**src/rtl/reg_file_2r1w_pkg.sv**
```systemverilog
// Shared types and helpers for the two-read/one-write register file:
// clear-engine state encoding, byte-count constants and the byte-merge function.
package reg_file_2r1w_pkg;

  typedef enum logic {
    IDLE  = 1'b0,
    CLEAR = 1'b1
  } clr_state_e;

  localparam int unsigned RF_DATA_WIDTH = 16;
  localparam int unsigned RF_NUM_BYTES  = RF_DATA_WIDTH / 8;

  // Merge operates on a wide container so any DATA_WIDTH up to 128 can reuse it.
  localparam int unsigned RF_MAX_WIDTH  = 128;
  localparam int unsigned RF_MAX_BYTES  = RF_MAX_WIDTH / 8;

  function automatic logic [RF_MAX_WIDTH-1:0] merge_bytes(
    input logic [RF_MAX_WIDTH-1:0] old_word,
    input logic [RF_MAX_WIDTH-1:0] new_word,
    input logic [RF_MAX_BYTES-1:0] mask
  );
    logic [RF_MAX_WIDTH-1:0] res;
    res = old_word;
    for (int k = 0; k < int'(RF_MAX_BYTES); k++) begin
      if (mask[k]) res[8*k +: 8] = new_word[8*k +: 8];
    end
    return res;
  endfunction

endpackage

```
**src/rtl/reg_file_clr_ctrl.sv**
```systemverilog
// Bulk-clear engine: walks entries 0..DEPTH-1 once per request, holding Busy
// for exactly DEPTH cycles and presenting one clear write per cycle.
module reg_file_clr_ctrl
  import reg_file_2r1w_pkg::*;
#(
  parameter int unsigned ADDR_WIDTH = 3,
  parameter int unsigned DEPTH      = 8
) (
  input  logic                  clk,
  input  logic                  rst_n,
  input  logic                  clr_req,
  output logic                  busy,
  output logic                  clr_we,
  output logic [ADDR_WIDTH-1:0] clr_addr
);

  localparam logic [ADDR_WIDTH-1:0] LAST_ADDR = ADDR_WIDTH'(DEPTH - 1);

  clr_state_e            state_q, state_d;
  logic [ADDR_WIDTH-1:0] cnt_q, cnt_d;

  always_ff @(posedge clk or negedge rst_n) begin
    if (!rst_n) begin
      state_q <= IDLE;
      cnt_q   <= '0;
    end else begin
      state_q <= state_d;
      cnt_q   <= cnt_d;
    end
  end

  always_comb begin
    state_d = state_q;
    cnt_d   = cnt_q;
    unique case (state_q)
      IDLE: begin
        if (clr_req) begin
          state_d = CLEAR;
          cnt_d   = '0;
        end
      end
      CLEAR: begin
        // Requests arriving here are ignored; the walk always runs to the end.
        if (cnt_q == LAST_ADDR) begin
          state_d = IDLE;
          cnt_d   = '0;
        end else begin
          cnt_d = cnt_q + 1'b1;
        end
      end
      default: state_d = IDLE;
    endcase
  end

  assign busy     = (state_q == CLEAR);
  assign clr_we   = busy;
  assign clr_addr = cnt_q;

endmodule

```
**src/rtl/reg_file_2r1w.sv**
```systemverilog
// Two-read/one-write register file with byte-masked writes, registered reads,
// address-range error flag and a sequential bulk clear.
// Define REG_FILE_BYPASS_EN to forward same-cycle write data to matching reads.
module reg_file_2r1w
  import reg_file_2r1w_pkg::*;
#(
  parameter int unsigned ADDR_WIDTH = 3,
  parameter int unsigned DATA_WIDTH = RF_DATA_WIDTH,
  parameter int unsigned DEPTH      = 8
) (
  input  logic                    CLK,
  input  logic                    RST,
  input  logic                    WrEn,
  input  logic [ADDR_WIDTH-1:0]   WrAddr,
  input  logic [DATA_WIDTH-1:0]   WrData,
  input  logic [DATA_WIDTH/8-1:0] WrMask,
  input  logic                    RdEnA,
  input  logic [ADDR_WIDTH-1:0]   RdAddrA,
  input  logic                    RdEnB,
  input  logic [ADDR_WIDTH-1:0]   RdAddrB,
  output logic [DATA_WIDTH-1:0]   RdDataA,
  output logic [DATA_WIDTH-1:0]   RdDataB,
  output logic                    RdValidA,
  output logic                    RdValidB,
  input  logic                    ClrReq,
  output logic                    Busy,
  output logic                    AddrErr
);

  localparam int unsigned NUM_BYTES = DATA_WIDTH / 8;
  localparam int unsigned AW1       = ADDR_WIDTH + 1;
  localparam logic [AW1-1:0] DEPTH_LIM = AW1'(DEPTH);

  function automatic logic [DATA_WIDTH-1:0] merge_word(
    input logic [DATA_WIDTH-1:0] old_word,
    input logic [DATA_WIDTH-1:0] new_word,
    input logic [NUM_BYTES-1:0]  mask
  );
    return DATA_WIDTH'(merge_bytes(RF_MAX_WIDTH'(old_word), RF_MAX_WIDTH'(new_word),
                                   RF_MAX_BYTES'(mask)));
  endfunction

  logic                  busy, clr_we;
  logic [ADDR_WIDTH-1:0] clr_addr;

  reg_file_clr_ctrl #(
    .ADDR_WIDTH (ADDR_WIDTH),
    .DEPTH      (DEPTH)
  ) u_clr_ctrl (
    .clk      (CLK),
    .rst_n    (RST),
    .clr_req  (ClrReq),
    .busy     (busy),
    .clr_we   (clr_we),
    .clr_addr (clr_addr)
  );

  logic [DATA_WIDTH-1:0] mem_q [DEPTH];
  logic [DATA_WIDTH-1:0] mem_d [DEPTH];
  logic [DATA_WIDTH-1:0] rd_data_a_q, rd_data_a_d, rd_data_b_q, rd_data_b_d;
  logic                  rd_valid_a_q, rd_valid_a_d, rd_valid_b_q, rd_valid_b_d;
  logic                  addr_err_q, addr_err_d;

  logic                  wr_acc, rd_a_acc, rd_b_acc;
  logic                  wr_ok, rd_a_ok, rd_b_ok;
  logic [DATA_WIDTH-1:0] wr_word, rd_a_word, rd_b_word;

  // Request qualification: everything is dropped while the clear engine runs.
  always_comb begin
    wr_acc   = WrEn  && !busy;
    rd_a_acc = RdEnA && !busy;
    rd_b_acc = RdEnB && !busy;
    wr_ok    = {1'b0, WrAddr}  < DEPTH_LIM;
    rd_a_ok  = {1'b0, RdAddrA} < DEPTH_LIM;
    rd_b_ok  = {1'b0, RdAddrB} < DEPTH_LIM;
    wr_word  = merge_word(mem_q[WrAddr], WrData, WrMask);
`ifdef REG_FILE_BYPASS_EN
    rd_a_word = (wr_acc && wr_ok && (WrAddr == RdAddrA)) ? wr_word : mem_q[RdAddrA];
    rd_b_word = (wr_acc && wr_ok && (WrAddr == RdAddrB)) ? wr_word : mem_q[RdAddrB];
`else
    rd_a_word = mem_q[RdAddrA];
    rd_b_word = mem_q[RdAddrB];
`endif
  end

  // The clear engine owns the write port while busy; user writes cannot collide.
  always_comb begin
    mem_d = mem_q;
    if (clr_we) begin
      mem_d[clr_addr] = '0;
    end else if (wr_acc && wr_ok) begin
      mem_d[WrAddr] = wr_word;
    end
  end

  always_comb begin
    rd_data_a_d  = rd_data_a_q;
    rd_data_b_d  = rd_data_b_q;
    rd_valid_a_d = rd_a_acc;
    rd_valid_b_d = rd_b_acc;
    if (rd_a_acc) rd_data_a_d = rd_a_ok ? rd_a_word : '0;
    if (rd_b_acc) rd_data_b_d = rd_b_ok ? rd_b_word : '0;
    addr_err_d = (wr_acc && !wr_ok) || (rd_a_acc && !rd_a_ok) || (rd_b_acc && !rd_b_ok);
  end

  always_ff @(posedge CLK or negedge RST) begin
    if (!RST) begin
      mem_q        <= '{default: '0};
      rd_data_a_q  <= '0;
      rd_data_b_q  <= '0;
      rd_valid_a_q <= 1'b0;
      rd_valid_b_q <= 1'b0;
      addr_err_q   <= 1'b0;
    end else begin
      mem_q        <= mem_d;
      rd_data_a_q  <= rd_data_a_d;
      rd_data_b_q  <= rd_data_b_d;
      rd_valid_a_q <= rd_valid_a_d;
      rd_valid_b_q <= rd_valid_b_d;
      addr_err_q   <= addr_err_d;
    end
  end

  assign RdDataA  = rd_data_a_q;
  assign RdDataB  = rd_data_b_q;
  assign RdValidA = rd_valid_a_q;
  assign RdValidB = rd_valid_b_q;
  assign Busy     = busy;
  assign AddrErr  = addr_err_q;

endmodule

```
**config.mk**
```make
export PLATFORM = sky130hd
export DESIGN_NAME = reg_file_2r1w
export DESIGN_NICKNAME = d
export VERILOG_FILES = /design/src/rtl/reg_file_2r1w_pkg.sv /design/src/rtl/reg_file_clr_ctrl.sv /design/src/rtl/reg_file_2r1w.sv
export SDC_FILE = /design/constraint.sdc
export NUM_CORES = 1
export LEC_CHECK = 0
export CORE_AREA = 2 2 128 130
export CTS_CLUSTER_DIAMETER = 120
export DETAILED_ROUTE_END_ITERATION = 8
export DIE_AREA = 0 0 130 132
export PLACE_DENSITY_LB_ADDON = 0.3
export SETUP_SLACK_MARGIN = 0.1
export SLEW_MARGIN = 0
export SYNTH_ARGS = -nofsm -noshare
export SYNTH_HDL_FRONTEND = slang
export SYNTH_SLANG_ARGS = --single-unit
```
**constraint.sdc**
```tcl
create_clock -name CLK -period 2.5 [get_ports CLK]
set_clock_uncertainty 0.15 [all_clocks]
set_input_delay 0.25 -clock CLK [delete_from_list [all_inputs] [get_ports CLK]]
set_output_delay 0.25 -clock CLK [all_outputs]
set_load 0.01 [all_outputs]
```
==> results of run 1 <==
how the worst min path moves through the flow:
stage          start                 endpoint  slack, ns  depth (start not counted)
4_1_cts          RST       RdValidB$_DFF_PN0_       0.23                          2
2_1_floorplan    RST   RdDataA[0]$_DFFE_PN0P_      -0.20                          0
3_3_place_gp     RST       RdValidB$_DFF_PN0_       0.11                          1
5_1_grt          RST  RdDataA[10]$_DFFE_PN0P_       0.27                          2
3_5_place_dp     RST       RdValidB$_DFF_PN0_       0.12                          1
6_report         RST  RdDataA[10]$_DFFE_PN0P_       0.21                          2
per-stage QoR:
stage	cell area, sq um	cells	hold WS, ns	util (%)
2_1_floorplan	9120	684	-0.196	-
3_3_place_gp	10200	951	0.105	64.7
3_5_place_dp	10200	951	0.121	64.7
4_1_cts	10800	984	0.233	68.5
5_1_grt	10800	984	0.267	68.5
6_report	10800	984	0.215	68.5
sequential cells by signal (all words and copies together) (netlist names):
register             cells
mem_q                  128
RdDataA                 16
RdDataB                 16
u_clr_ctrl.clr_addr      3
RdValidA                 1
RdValidB                 1
u_clr_ctrl.busy          1
worst max-delay path: cells and delay by family:
kind	cells	cell delay [ns]
AO/OA/AOI/OAI	2	0.91
multiplexers	2	0.25
buffers and inverters	3	0.96
layout make-up:
| cell class | count | area [sq um] | share of cell area [%] |
|---|---|---|---|
| clock buffer | 21 | 460 | 4.28 |
| clock inverter | 11 | 123 | 1.14 |
| inverter | 6 | 22.5 | 0.209 |
| multi-input combinational | 456 | 4660 | 43.3 |
| sequential | 166 | 4150 | 38.6 |
| tap | 216 | 270 | 2.51 |
| timing repair buffer | 108 | 1070 | 9.92 |
Yosys cell counts, drive strengths merged:
cell,instances
clkbuf,32
and4,1
conb,1
a22o,88
and2,5
nor4bb,2
nand2,80
o2bb2ai,5
inv,6
buf,24
o21ai,69
ha,2
nand2b,5
o32ai,1
nor2,19
and3b,1
mux4,96
dfrtp,166
a22oi,1
and4b,3
mux2i,49
nor3,1
nor2b,2
mux2,5
nand3b,1
a31oi,1
a21oi,17
nor3b,1
cells by family after synthesis:
kind of cell / share of synthesized area [%]
adders and majority gates: 0.274
other: 0.0411
muxes: 30.9
buffers and inverters: 3.32
DFF: 45.6
AOI/OAI and AO/OA: 13.9
and+or+nand+nor: 5.98
cells in the final DEF (no fill, tap or decap), types with 3 or more instances in the layout:
cell type	Yosys	final
a22o_1	88	88
nand2b_1	5	5
and4b_1	3	3
mux2i_4	5	5
clkbuf_16	0	17
o2bb2ai_1	5	5
nand2_1	80	80
mux4_2	83	83
nor2_1	19	19
inv_1	6	6
and2_1	4	4
o21ai_0	69	69
a21oi_1	17	17
dfrtp_1	166	166
mux2_2	5	5
clkinv_2	0	4
buf_12	1	8
mux2i_1	44	44
buf_4	2	32
clkdlybuf4s50_1	0	63
mux4_1	13	13
buf_2	17	3
layer usage:
| metal | track usage [%] | vias to the layer above |
|---|---|---|
| met5 | 0 | - |
| met4 | 13.3 | 0 |
| met3 | 7.22 | 76 |
| met2 | 50.3 | 359 |
| met1 | 43.2 | 3501 |
| li1 | - | 2824 |
where the power goes:
group | switching (uW) | leakage [uW] | internal (uW) | total, uW
logic | 1500 | 0.00212 | 1530 | 3030
registers | 579 | 0.00229 | 3290 | 3870
clock network | 1090 | 0.000288 | 1530 | 2620
total | 3180 | 0.00470 | 6350 | 9520
==> results.cfg, run 1 <==
[status]
outcome = completed

[synth]
yosys_register_bits = 166
mappedNetlistNets = 719
syn-cell-area_sq_um = 9120
seq_area_frac_synth_pct = 45.6
synth_cells = 684
postSynthAreaPerCell_sq_um = 13.3
synth.area.top_cells = dfrtp_1 46%, mux4_2 20%, a22o_1 8.5%
number_of_distinct_library_cells_after_synthesis = 36
netlist.area_leader.share_pct = 45.6
synth_top_cell_by_area = dfrtp_1
yosysWarningCount = 0

[clocking]
clock_sink_count = 166
number_of_gates_given_a_new_drive_strength_after_cts = 0
cts_buffer_count = 17
tritoncts = built
clock_path_buffers = 2
clock_insertion_delay_worst_skew_ns = 0.43
cts-htree-levels = 4
post-cts-setup-buffers = 0
cts_hold_repair.buffers = 1
cts-root-buf = clkbuf_16
cts.reportedPaths.clkPinSlew_ns = 0.07

[detailed_routing]
wl_met1_microns = 9790
routed-via-count = 6760
via_per_inst = 6.87
wl_per_cell_microns = 26.2
detailroute.wirelength.met3_microns = 2130
wl_met2_microns = 12900
postRouteWirelength_microns = 25800
dr.pass1.iters = 6
drc = 0
routed.top_layer = met4
count_of_antenna_violating_nets_left_after_detailed_routing = 0
drt_iter0_drc = 593

[layout]
layout.filler_cells = 1127
finish.net_count = 790
diodes = 0
post_route_cells_drive_above_1_share_pct = 21.9
areaGrowthSynthToFinish_pct = 18.0

[timing]
timing.final.hold_violations = 0
period_needed_ns = 2.18
grt_setup_unrepaired = false
timing_worst_slew_pin_value_ns = 1.08
finalCritPeriodShare_pct = 87.2
drv_slew = 0
final_critical_path_setup_slack_ns = 0.319
timing.final.setup_violations = 0
achievable-frequency_mhz = 459
setup_total_negative_slack_ns = 0
maxSlewHeadroom_pct = 27.5

[worst_setup_path]
worst_path_max_delay_cell = a21oi_1
worst-endpoint-required_ns = 2.72
setup.worst_path.class = input port to flop
worst_r2r_endpoint = mem_q[23]$_DFFE_PN0P_
worstRegToRegCells = 4
reg2reg_slack_ns = 0.42
crit_start = WrAddr[1]
timing.rr.start = u_clr_ctrl.busy$_DFF_PN0_
critPathCapture = mem_q[83]$_DFFE_PN0P_
cp.arrival_ns = 2.40
crit_chain = clkdlybuf4s50_1 -> buf_12 -> buf_4 -> mux4_2 -> mux2i_1 -> a21oi_1 -> a22o_1
cpPeakStageDelay_ns = 0.64
crit_path_max_fanout = 34
cp-start-kind = input port
end_kind = flop

[die]
placement_rows = 46
dieArea_sq_um = 17200
die_x_microns = 130
floorplan.die.height_microns = 132
fp.coreArea_sq_um = 15700
start_util_pct = 58.0
i_o_pin_count = 69

[global_route]
globalRouteTotalUtil_pct = 31.9
wire_length_of_the_first_global_routing_pass_microns = 40100
grt_start_max_net_pins = 60
grt_antenna_before_repair = 0
grt_pass1_vias = 6967
overflow_left_after_global_routing = 0

[place]
place.gp.congestion = 0.823
pre_cts_slack_ns = -0.0634
buffer_ports.inserted = 67
dp.final_hpwl_microns = 16000

[run]
max_cap_viol_count = 0

[min_path]
min-delay-path-class = input port to async pin

[pwr]
design_power_total_uw = 9520
power_per_cell_area_nw_per_um2 = 885
p_leak_uw = 0.00470
peakVddDrop_mv = 0.554
Power figures use the tool's default switching activity.
==> run 2, diff against run 1 <==
- PLACE_DENSITY: unset -> 0.9
- PLACE_DENSITY_LB_ADDON: 0.3 -> unset
==> results.cfg, run 2 (same netlist as run 1, synthesis figures left out) <==
[status]
outcome = completed

[clocking]
number_of_gates_given_a_new_drive_strength_after_cts = 0
clock_sink_count = 166
cts.reportedPaths.clkPinSlew_ns = 0.07
tritoncts = built
clock_insertion_delay_worst_skew_ns = 0.44
clock_path_buffers = 2
cts-htree-levels = 4
cts-root-buf = clkbuf_16
cts_buffer_count = 17

[die]
fp.coreArea_sq_um = 15700
placement_rows = 46
dieArea_sq_um = 17200
die_x_microns = 130
i_o_pin_count = 69
floorplan.die.height_microns = 132
start_util_pct = 58.0

[pwr]
p_sw_share_pct = 33.7
power.switching_uw = 3300
p_leak_uw = 0.00474
power.clock.fraction_pct = 27.7
share_comb_of_total_power_pct = 32.1
power.internal_uw = 6490
power_per_cell_area_nw_per_um2 = 905
peakVddDrop_mv = 0.602
seq_power_share_pct = 40.2

[layout]
commonest_cells_after_routing_fill_and_taps_aside = 166 x dfrtp_1, 88 x a22o_1, 83 x mux4_2
fin_util_pct = 68.9
max_flop_register = mem_q
finish.net_count = 797
areaGrowthSynthToFinish_pct = 18.8
diodes = 0
post_route_cells_drive_above_1_share_pct = 22.3
layout_commonest_cell = dfrtp_1
largest_register_ff_count = 128

[worst_setup_path]
worst-endpoint-required_ns = 2.67
crit_path_max_fanout = 35
cp.arrival_ns = 2.41
setup.worst_path.class = input port to flop
cp-start-kind = input port
end_kind = flop

[global_route]
overflow_left_after_global_routing = 0
wire_length_of_the_first_global_routing_pass_microns = 43400
globalRouteTotalUtil_pct = 34.2
grt_antenna_before_repair = 0
grt_pass1_vias = 7551
grt_start_max_net_pins = 58

[timing]
maxSlewHeadroom_pct = 37.2
grt_setup_unrepaired = false
drv_slew = 0
timing.final.hold_violations = 0
finalCritPeriodShare_pct = 89.7
setup_total_negative_slack_ns = 0
finalHoldWorstSlack_ns = 0.194
timing.final.setup_violations = 0
period_needed_ns = 2.24
achievable-frequency_mhz = 446
timing_worst_slew_pin_value_ns = 0.938

[place]
buffer_ports.inserted = 67
dp.final_hpwl_microns = 17000
place.gp.congestion = 0.909

[detailed_routing]
drc = 0
routed-via-count = 7252
via_per_inst = 7.32
wl_per_cell_microns = 28.3
postRouteWirelength_microns = 28000
drt_iter0_drc = 931
dr.pass1.iters = 7
count_of_antenna_violating_nets_left_after_detailed_routing = 0

[min_path]
min-delay-path-class = input port to async pin

[run]
max_cap_viol_count = 0
## run 2: path summary, 6_finish.rpt
| path | slack (ns) | cells after the start | to | from |
|---|---|---|---|---|
| max | 0.26 | 7 | mem_q[38]$_DFFE_PN0P_ | WrAddr[1] |
| min | 0.19 | 2 | RdDataA[3]$_DFFE_PN0P_ | RST |
| max reg2reg | 0.30 | 3 | mem_q[3]$_DFFE_PN0P_ | u_clr_ctrl.busy$_DFF_PN0_ |
| min reg2reg | 0.33 | 2 | RdDataA[11]$_DFFE_PN0P_ | RdDataA[11]$_DFFE_PN0P_ |
| max in group asynchronous | 1.19 | 3 | RdDataA[5]$_DFFE_PN0P_ | RST |
| min in group CLK | 0.31 | 2 | u_clr_ctrl.clr_addr[1]$_DFFE_PN0P_ | ClrReq |
## run 2: worst max-delay path: stages
cell and delay, ns:
clkdlybuf4s50_1 0.51, buf_12 0.25, buf_4 0.21, mux4_2 0.32
mux2i_1 0.27, a21oi_1 0.29, a22o_1 0.30
## run 2: per-stage QoR
step	area, sq um	worst slack [ns]	cells	total power, uW
floorplan	9120	0.613	684	5540
global route	10800	0.261	991	10100
global placement	10200	0.151	958	6720
detailed placement	10200	0.0202	958	6930
CTS	10800	0.303	991	9690
finish	10800	0.258	991	9800
## run 2: power groups by stage
stage,Combinational [uW],Sequential [uW],Clock (uW)
final,3150,3930,2720
after global routing,3310,3990,2830
after CTS,3080,3900,2710
after detailed placement,3010,3920,0
after global placement,2890,3830,0
after floorplan,1720,3810,0
## run 2: final cells by class
class,instances,area [sq um]
Tap cell,216,270
Fill cell,1047,4880
Clock buffer,24,482
Sequential cell,166,4150
Timing Repair Buffer,115,1120
Clock inverter,8,121
Inverter,6,22.5
Multi-Input combinational cell,456,4660
## run 2: per-layer routing
metal  global-route usage (%)  vias up  wire length [microns]
met5                        0        -                      0
met4                     18.0        0                   1780
met3                     9.09      180                   3320
met2                     53.0      643                  13600
met1                     44.6     3595                   9330
li1                         -     2834                      -
## run 2: what timing repair did
action	4_1_cts	5_1_grt
endpoints found under the hold margin	53	0
hold buffers	1	0
setup buffers	0	0
setup endpoints to repair	0	0
==> run 3, diff against run 2 <==
- GPL_ROUTABILITY_DRIVEN: unset -> 0
- SETUP_SLACK_MARGIN: 0.1 -> unset
==> results.cfg, run 3 (same netlist as run 1, synthesis figures left out) <==
[clocking]
cts-root-buf = clkbuf_16
clock_sink_count = 166
cts_hold_repair.buffers = 1
tritoncts = built
number_of_gates_given_a_new_drive_strength_after_cts = 0
clock_path_buffers = 2
post-cts-setup-buffers = 0
clock_insertion_delay_worst_skew_ns = 0.44
cts.reportedPaths.clkPinSlew_ns = 0.06
cts-htree-levels = 4
cts_buffer_count = 17

[detailed_routing]
postRouteWirelength_microns = 26300
wl_per_cell_microns = 26.6
drc = 0
count_of_antenna_violating_nets_left_after_detailed_routing = 0
routed-via-count = 7121
dr.pass1.iters = 5
drt_iter0_drc = 854
via_per_inst = 7.19

[timing]
period_needed_ns = 2.21
timing.final.setup_violations = 0
setup_total_negative_slack_ns = 0
maxSlewHeadroom_pct = 21.3
grt_setup_unrepaired = false
finalCritPeriodShare_pct = 88.3
final_critical_path_setup_slack_ns = 0.293
drv_slew = 0
achievable-frequency_mhz = 453
timing.final.hold_violations = 0
timing_worst_slew_pin_value_ns = 1.18

[layout]
layout.filler_cells = 1018
areaGrowthSynthToFinish_pct = 18.7
finish.net_count = 796
largest_register_ff_count = 128
commonest_cells_after_routing_fill_and_taps_aside = 166 x dfrtp_1, 88 x a22o_1, 83 x mux4_2
max_flop_register = mem_q
diodes = 0
layout_commonest_cell = dfrtp_1
fin_util_pct = 68.9
post_route_cells_drive_above_1_share_pct = 22.2

[die]
fp.coreArea_sq_um = 15700
placement_rows = 46
die_x_microns = 130
start_util_pct = 58.0
floorplan.die.height_microns = 132
i_o_pin_count = 69
dieArea_sq_um = 17200

[worst_setup_path]
worst_path_max_delay_cell = dfrtp_1
crit_path_max_fanout = 13
cp.arrival_ns = 1.81
setup.worst_path.class = flop to output pin
end_kind = output pin
worst-path-buf-inv = 2
path_delay_family = buffers and inverters
crit_chain = buf_4 -> clkdlybuf4s50_1
cp-start-kind = flop
reg2reg_slack_ns = 0.30
worst-endpoint-required_ns = 2.10
worstRegToRegCells = 3
timing.rr.start = u_clr_ctrl.busy$_DFF_PN0_
worst_r2r_endpoint = mem_q[68]$_DFFE_PN0P_
cpPeakStageDelay_ns = 0.57

[status]
outcome = completed

[place]
dp.final_hpwl_microns = 16400
pre_cts_slack_ns = 0.0413
buffer_ports.inserted = 67

[pwr]
p_leak_uw = 0.00472
seq_power_share_pct = 40.7
power.switching_uw = 3260
p_sw_share_pct = 33.9
peakVddDrop_mv = 0.565
share_comb_of_total_power_pct = 32.1
power.clock.fraction_pct = 27.2
power.internal_uw = 6360
power_per_cell_area_nw_per_um2 = 888

[global_route]
grt_start_max_net_pins = 76
globalRouteTotalUtil_pct = 32.3
grt_antenna_before_repair = 0
wire_length_of_the_first_global_routing_pass_microns = 41100
overflow_left_after_global_routing = 0
grt_pass1_vias = 7380

[run]
max_cap_viol_count = 0

[min_path]
min-delay-path-class = input port to async pin
-- run 3: cell types whose count changed in the layout (fill, tap and decap cells not counted) --
cell        before  now
buf_4           39   36
buf_12           8   10
clkbuf_8         3    1
clkinv_2         3    1
clkinvlp_4       1    3
inv_6            0    2
bufinv_16        3    2
clkinv_4         1    2
-- run 3: layout make-up --
cell class	instances	area [sq um]	area share (%)
Sequential cell	166	4150	38.4
Clock inverter	10	123	1.13
Multi-Input combinational cell	456	4660	43.1
Clock buffer	22	454	4.20
Inverter	6	22.5	0.208
Tap cell	216	270	2.50
Timing Repair Buffer	114	1140	10.5
-- run 3: routing by layer --
| layer | wire length (microns) | track usage (%) | vias to the layer above |
|---|---|---|---|
| met3 | 2980 | 8.69 | 144 |
| met1 | 9170 | 42.0 | 3586 |
| met5 | 0 | 0 | - |
| met2 | 12600 | 49.1 | 564 |
| li1 | - | - | 2827 |
| met4 | 1540 | 18.8 | 0 |
-- run 3: per-stage QoR --
| stage | cell area [sq um] | power, uW | hold WS, ns | std cells |
|---|---|---|---|---|
| final | 10800 | 9610 | 0.258 | 990 |
| after global placement | 10200 | 6720 | 0.151 | 957 |
| after floorplan | 9120 | 5540 | -0.196 | 684 |
| after CTS | 10800 | 9550 | 0.272 | 990 |
| after detailed placement | 10200 | 6920 | 0.168 | 957 |
| after global routing | 10800 | 9970 | 0.325 | 990 |
-- run 3: power by group through the flow --
| stage | logic, uW | registers (uW) | clock network, uW |
|---|---|---|---|
| 2_1_floorplan | 1720 | 3810 | 0 |
| 3_3_place_gp | 2890 | 3830 | 0 |
| 3_5_place_dp | 3000 | 3920 | 0 |
| 4_1_cts | 3040 | 3890 | 2620 |
| 5_1_grt | 3260 | 3990 | 2730 |
| 6_report | 3080 | 3910 | 2620 |
-- run 3: worst max-delay path by stage --
stage / slack (ns) / end / depth (start not counted) / start
after floorplan: 0.61 / mem_q[111]$_DFFE_PN0P_ / 6 / WrAddr[0]
after global placement: 0.12 / mem_q[74]$_DFFE_PN0P_ / 5 / WrAddr[1]
after detailed placement: 0.04 / mem_q[53]$_DFFE_PN0P_ / 7 / WrAddr[1]
after CTS: 0.30 / Busy / 2 / u_clr_ctrl.busy$_DFF_PN0_
after global routing: 0.23 / Busy / 2 / u_clr_ctrl.busy$_DFF_PN0_
final: 0.29 / Busy / 2 / u_clr_ctrl.busy$_DFF_PN0_
